File: config.mk
export PLATFORM = sky130hd
export DESIGN_NAME = rv32i_issue_stage
export DESIGN_NICKNAME = d
export VERILOG_FILES = /design/src/rtl/rv32i_issue_stage.sv
export SDC_FILE = /design/constraint.sdc
export NUM_CORES = 1
export LEC_CHECK = 0
export CAP_MARGIN = 20
export CELL_PAD_IN_SITES_DETAIL_PLACEMENT = 1
export CELL_PAD_IN_SITES_GLOBAL_PLACEMENT = 1
export CORE_UTILIZATION = 28
export DETAILED_ROUTE_END_ITERATION = 10
export PLACE_DENSITY = 0.87
export SETUP_SLACK_MARGIN = 0.3
export SLEW_MARGIN = 20
export SYNTH_ARGS = -nofsm -noshare
export SYNTH_HDL_FRONTEND = slang
export SYNTH_SLANG_ARGS = --single-unit
File: constraint.sdc
create_clock -name clk -period 1.7 [get_ports clk]
set_input_delay 0.17 -clock clk [delete_from_list [all_inputs] [get_ports clk]]
set_output_delay 0.17 -clock clk [all_outputs]
set_load 0.02 [all_outputs]
File: src/rtl/rv32i_issue_stage.sv
// RV32I issue stage: decodes OP, OP-IMM, LUI and AUIPC into an ALU bundle
// (operands, op code, destination, write-back enable, illegal flag) and
// presents it through a registered valid/ready output.
// Optional feature: define RV32I_ISSUE_SKID_EN to add a one-entry skid buffer.
// That makes in_ready a pure flop output and keeps full throughput.
module rv32i_issue_stage (
  input  logic        clk,
  input  logic        rst_n,
  input  logic        in_valid,
  output logic        in_ready,
  input  logic [31:0] in_instr,
  input  logic [31:0] in_pc,
  input  logic [31:0] in_rs1_data,
  input  logic [31:0] in_rs2_data,
  output logic        out_valid,
  input  logic        out_ready,
  output logic [31:0] out_operand_a,
  output logic [31:0] out_operand_b,
  output logic [3:0]  out_alu_op,
  output logic [4:0]  out_rd,
  output logic        out_wb_en,
  output logic        out_illegal
);

  typedef enum logic [3:0] {
    ALU_ADD  = 4'b0000,
    ALU_SUB  = 4'b0001,
    ALU_SLL  = 4'b0010,
    ALU_SLT  = 4'b0011,
    ALU_SLTU = 4'b0100,
    ALU_XOR  = 4'b0101,
    ALU_SRL  = 4'b0110,
    ALU_SRA  = 4'b0111,
    ALU_OR   = 4'b1000,
    ALU_AND  = 4'b1001
  } alu_op_e;

  typedef struct packed {
    logic [31:0] a;
    logic [31:0] b;
    alu_op_e     op;
    logic [4:0]  rd;
    logic        wb_en;
    logic        illegal;
  } bundle_t;

  localparam logic [6:0] OPC_OP     = 7'b0110011;
  localparam logic [6:0] OPC_OP_IMM = 7'b0010011;
  localparam logic [6:0] OPC_LUI    = 7'b0110111;
  localparam logic [6:0] OPC_AUIPC  = 7'b0010111;
  localparam logic [6:0] F7_BASE    = 7'b0000000;
  localparam logic [6:0] F7_ALT     = 7'b0100000;

  // Instruction fields
  logic [6:0]  opcode;
  logic [4:0]  rd;
  logic [2:0]  funct3;
  logic [6:0]  funct7;
  logic [31:0] imm_i;
  logic [31:0] imm_u;
  logic [31:0] shamt;

  assign opcode = in_instr[6:0];
  assign rd     = in_instr[11:7];
  assign funct3 = in_instr[14:12];
  assign funct7 = in_instr[31:25];
  assign imm_i  = {{20{in_instr[31]}}, in_instr[31:20]};
  assign imm_u  = {in_instr[31:12], 12'h000};
  assign shamt  = {27'd0, in_instr[24:20]};

  // funct3 -> ALU op for the base (funct7 = 0) encodings shared by OP and OP-IMM
  function automatic alu_op_e base_op(input logic [2:0] f3);
    case (f3)
      3'b000:  base_op = ALU_ADD;
      3'b001:  base_op = ALU_SLL;
      3'b010:  base_op = ALU_SLT;
      3'b011:  base_op = ALU_SLTU;
      3'b100:  base_op = ALU_XOR;
      3'b101:  base_op = ALU_SRL;
      3'b110:  base_op = ALU_OR;
      default: base_op = ALU_AND;
    endcase
  endfunction

  bundle_t dec;
  logic    dec_legal;

  // Decode the incoming instruction into an issue bundle
  always_comb begin
    // NOTE: every variable written here gets a default first, so no path can infer a latch.
    dec       = '0;
    dec.rd    = rd;
    dec_legal = 1'b0;
    case (opcode)
      OPC_OP: begin
        dec.a = in_rs1_data;
        dec.b = in_rs2_data;
        if (funct7 == F7_BASE) begin
          dec_legal = 1'b1;
          dec.op    = base_op(funct3);
        end else if (funct7 == F7_ALT && funct3 == 3'b000) begin
          dec_legal = 1'b1;
          dec.op    = ALU_SUB;
        end else if (funct7 == F7_ALT && funct3 == 3'b101) begin
          dec_legal = 1'b1;
          dec.op    = ALU_SRA;
        end
      end
      OPC_OP_IMM: begin
        dec.a = in_rs1_data;
        dec.b = imm_i;
        case (funct3)
          3'b001: begin
            dec.b = shamt;
            if (funct7 == F7_BASE) begin
              dec_legal = 1'b1;
              dec.op    = ALU_SLL;
            end
          end
          3'b101: begin
            dec.b = shamt;
            if (funct7 == F7_BASE) begin
              dec_legal = 1'b1;
              dec.op    = ALU_SRL;
            end else if (funct7 == F7_ALT) begin
              dec_legal = 1'b1;
              dec.op    = ALU_SRA;
            end
          end
          default: begin
            dec_legal = 1'b1;
            dec.op    = base_op(funct3);
          end
        endcase
      end
      OPC_LUI: begin
        dec_legal = 1'b1;
        dec.b     = imm_u;
      end
      OPC_AUIPC: begin
        dec_legal = 1'b1;
        dec.a     = in_pc;
        dec.b     = imm_u;
      end
      default: ;
    endcase
    // Unsupported encodings issue a harmless ADD of zeros with no write-back
    if (!dec_legal) begin
      dec.a  = '0;
      dec.b  = '0;
      dec.op = ALU_ADD;
    end
    dec.illegal = !dec_legal;
    dec.wb_en   = dec_legal && (rd != 5'd0);
  end

  bundle_t out_q;
  logic    out_valid_q;
  logic    in_fire;
  logic    out_fire;

  assign in_fire  = in_valid && in_ready;
  assign out_fire = out_valid_q && out_ready;

`ifdef RV32I_ISSUE_SKID_EN
  bundle_t skid_q;
  logic    skid_full_q;
  logic    in_ready_q;

  assign in_ready = in_ready_q;

  // Output register plus one-entry skid; in_ready is registered as !skid_full
  always_ff @(posedge clk or negedge rst_n) begin
    if (!rst_n) begin
      // NOTE: the bundle and skid registers are reset too, so every out_* reads 0 during reset.
      out_q       <= '0;
      out_valid_q <= 1'b0;
      skid_q      <= '0;
      skid_full_q <= 1'b0;
      in_ready_q  <= 1'b0;
    end else if (skid_full_q) begin
      // Input is stalled; drain the skid into the output slot when it frees up
      if (out_fire) begin
        out_q       <= skid_q;
        skid_full_q <= 1'b0;
        in_ready_q  <= 1'b1;
      end
    end else if (in_fire) begin
      if (out_valid_q && !out_ready) begin
        skid_q      <= dec;
        skid_full_q <= 1'b1;
        in_ready_q  <= 1'b0;
      end else begin
        out_q       <= dec;
        out_valid_q <= 1'b1;
        in_ready_q  <= 1'b1;
      end
    end else begin
      if (out_fire) out_valid_q <= 1'b0;
      in_ready_q <= 1'b1;
    end
  end
`else
  assign in_ready = !out_valid_q || out_ready;

  // Single output register: load on input transfer, clear valid on a lone output transfer
  always_ff @(posedge clk or negedge rst_n) begin
    if (!rst_n) begin
      // NOTE: the bundle register is reset too, so every out_* reads 0 during reset.
      out_q       <= '0;
      out_valid_q <= 1'b0;
    end else if (in_fire) begin
      // NOTE: non-blocking assignments keep every flop sampling pre-edge values.
      out_q       <= dec;
      out_valid_q <= 1'b1;
    end else if (out_fire) begin
      out_valid_q <= 1'b0;
    end
  end
`endif

  assign out_valid     = out_valid_q;
  assign out_operand_a = out_q.a;
  assign out_operand_b = out_q.b;
  assign out_alu_op    = out_q.op;
  assign out_rd        = out_q.rd;
  assign out_wb_en     = out_q.wb_en;
  assign out_illegal   = out_q.illegal;

endmodule

==> impl_metrics.toml <==
[run_status]
status = "complete, no violations"

[clock_tree]
htreeDepth = 3
numCtsBuffers = 9
clk_pin_slew_ns = 0.06
cts_buffer_depth = 2
cts_tree = "done"
cts_sinks = 76
clkLatencyLatePin_ns = 0.33
cts_root_buf = "clkbuf_16"

[sta]
min_period_over_period_pct = 92.7
worst_pin_slew_ns = 0.498
slew_violations = 0
fmax_mhz = 635
worst_clock_skew_ns = 0.00654
slew_headroom_pct = 66.8
setup_viol = 0
min_period_ns = 1.58
rsz0062_at_grt = "yes"
hold_violations = 0
finalSetupTns_ns = 0

[layout]
fin_util_pct = 53.8
drive_gt1_share_pct = 22.6
area_growth_pct = 87.5
layout.nets = 770
antenna_cells = 0

[floorplan]
chipWidth_um = 118
rows = 42
start_util_pct = 28.7
pin_count = 209
fp.dieH_um = 118
core-area_um2 = 13200
dieArea_um2 = 14000

[detailed_routing]
drt_iter0_drc = 223
drt-vias-per-instance = 4.99
drc_errors = 0
dr.pass1.iters = 4
wire_per_inst_um = 19.5
dr_total_vias = 4085
wirelength_mm = 15.9
postRouteAntennaNets = 0

[min_path]
hold_path_end = "out_valid$_DFFE_PN0P_"
worstHoldStart = "in_valid"
hp-class = "primary input to register"
min_delay_path_depth = 3

[yosys]
syn-cell-area_um2 = 3800
syn_inst = 395
synth_warnings = 0
synth_area_per_cell_um2 = 9.61
ys_seq_area_share_pct = 50.1
ys_async_sr_fraction_pct = 100
ys_seq_elements = 76
synth_top_area_cell = "dfrtp_1"
synth_nets = 527
ys.flop_type = "dfrtp_1"
synth_cell_types = 42
yosys.area.top_type_share_pct = 50.1
synth-edff-count = 0
synthTopCellsByArea = "dfrtp_1 50%, a22oi_1 7.9%, nand2_1 7.4%"

[place]
place_congestion = 0.824
dpl.hpwl_mm = 11.6
io_buffers = 208

[critical_path]
max_stage_delay_ns = 0.42
r2r-start = "out_valid$_DFFE_PN0P_"
slowest_stage = "dfrtp_2"
rrSetupSlack_ns = 0.12
cp_cell_sequence = "nand2b_4 -> nor4b_4 -> buf_4 -> o211ai_4 -> buf_6 -> buf_12 -> o31ai_4"
criticalPathCategory = "register to register"
critPathTopFamily = "buffers and inverters"
cp.required_ns = 1.94
ff2ff_path_depth = 7
start_kind = "register"
r2r-end = "out_operand_b[17]$_DFFE_PN0P_"
worstPathArrival_ns = 1.82
crit_buf_inv = 3
critPathMaxFanout = 7
cp-end-kind = "register"

[grt]
grt_pass1_wl_mm = 25.1
grt_antenna_before_repair = 0
overflow = 0
grtUsageTotal_pct = 23.4
grt_max_degree = 42
grt_pass1_vias = 4622

[pwr]
ir_drop_mv = 0.418
power.leakage_uw = 0.00333
powerDensity_nw_per_um2 = 653

[flow_run]
maxCapViolations = 0
[worst min-delay path, cell delays in order]
cell	delay, ns
dlygate4sd2_1	0.25
inv_1	0.10
nand2_1	0.07
[synth_stat cells (all sizes together), types with 2 or more instances]
cell type  number
dfrtp          76
nor3            3
o22ai           2
o211ai          2
inv             7
o31ai          34
a21oi          21
buf             9
nor2           24
mux2i           6
a32oi           2
nand2          75
a22oi          40
or4             2
nand2b          4
mux2            5
nor2b           3
clkbuf         26
o21ai          40
[repair_timing]
action,in CTS,in global routing
gates resized for setup,147,21
cloned,3,1
hold buffers,1,0
endpoints found under the hold margin,35,0
pin swaps,12,4
buffers inserted,10,2
endpoints found under the setup margin,147,76
[cell usage in the layout, fill, tap and decap left out, types with 3 or more instances in the layout]
master and instances:
buf_16 3, o21ai_0 3, a22oi_1 40, nand2b_1 3, a21oi_1 20, dlygate4sd2_1 86
dfrtp_1 75, nor3_1 3, clkdlybuf4s50_1 117, buf_12 6, nand2_1 73, o21ai_1 14
mux2_4 3, mux2i_1 6, o21ai_2 22, o31ai_1 13, o31ai_2 4, nor2_1 21
buf_4 41, o31ai_4 17, buf_6 8, clkinv_2 3, clkbuf_16 10, inv_1 6
[where the power goes]
group	internal, uW	switching [uW]	total [uW]
Clock	1060	739	1800
Sequential	1840	18.9	1860
Combinational	512	474	986
[registers in the layout, summed over array words and instances, names as in the netlist]
register	cells
out_illegal	1
out_operand_a	32
out_valid	1
out_rd	5
out_alu_op	4
out_wb_en	1
out_operand_b	32
[how the worst max path moves through the flow]
| stage | cells after the start | endpoint | start | slack, ns |
|---|---|---|---|---|
| after floorplan | 5 | out_operand_b[12]$_DFFE_PN0P_ | in_instr[27] | 0.20 |
| after global placement | 6 | out_operand_b[16]$_DFFE_PN0P_ | in_instr[27] | -0.34 |
| after detailed placement | 6 | out_operand_b[14]$_DFFE_PN0P_ | in_instr[27] | -0.47 |
| after CTS | 7 | out_operand_b[28]$_DFFE_PN0P_ | out_valid$_DFFE_PN0P_ | 0.13 |
| after global routing | 7 | out_operand_b[29]$_DFFE_PN0P_ | out_valid$_DFFE_PN0P_ | 0.05 |
| final | 7 | out_operand_b[17]$_DFFE_PN0P_ | out_valid$_DFFE_PN0P_ | 0.12 |
[per-layer routing]
metal | vias to the layer above | track usage [%] | wire length [um]
met5 | - | 0 | 0
met4 | 0 | 7.59 | 359
met3 | 28 | 5.45 | 798
met2 | 150 | 43.9 | 8550
met1 | 1987 | 25.8 | 6230
li1 | 1920 | - | -
[per-stage QoR]
stage          area [um^2]  power (uW)  hold WS, ns  instances  setup slack [ns]
5_1_grt               7120        4850        0.296        819            0.0492
6_report              7120        4650        0.295        819             0.124
3_3_place_gp          6380        2800        0.148        786            -0.342
3_5_place_dp          6380        2820        0.155        786            -0.473
2_1_floorplan         3920        2240       -0.126        395             0.199
4_1_cts               6990        4650        0.302        816             0.126
[logic make-up after synthesis]
kind of cell,Yosys count,synth area share (%)
xor gates and xnor gates,2,0.462
AOI/OAI and AO/OA,146,28.0
DFF,76,50.1
and+or+nand+nor,118,13.5
buffers and inverters,42,4.78
muxes,11,3.07
[layout make-up]
class,instances,area [um^2]
multi-input cells,277,2090
clock buffers,12,256
inverters,7,26.3
fillers,1478,6120
clock inverters,4,23.8
well taps,176,220
flip-flops and latches,76,1900
repair buffers,267,2600
Note: power is estimated with default switching activity, not from simulation.
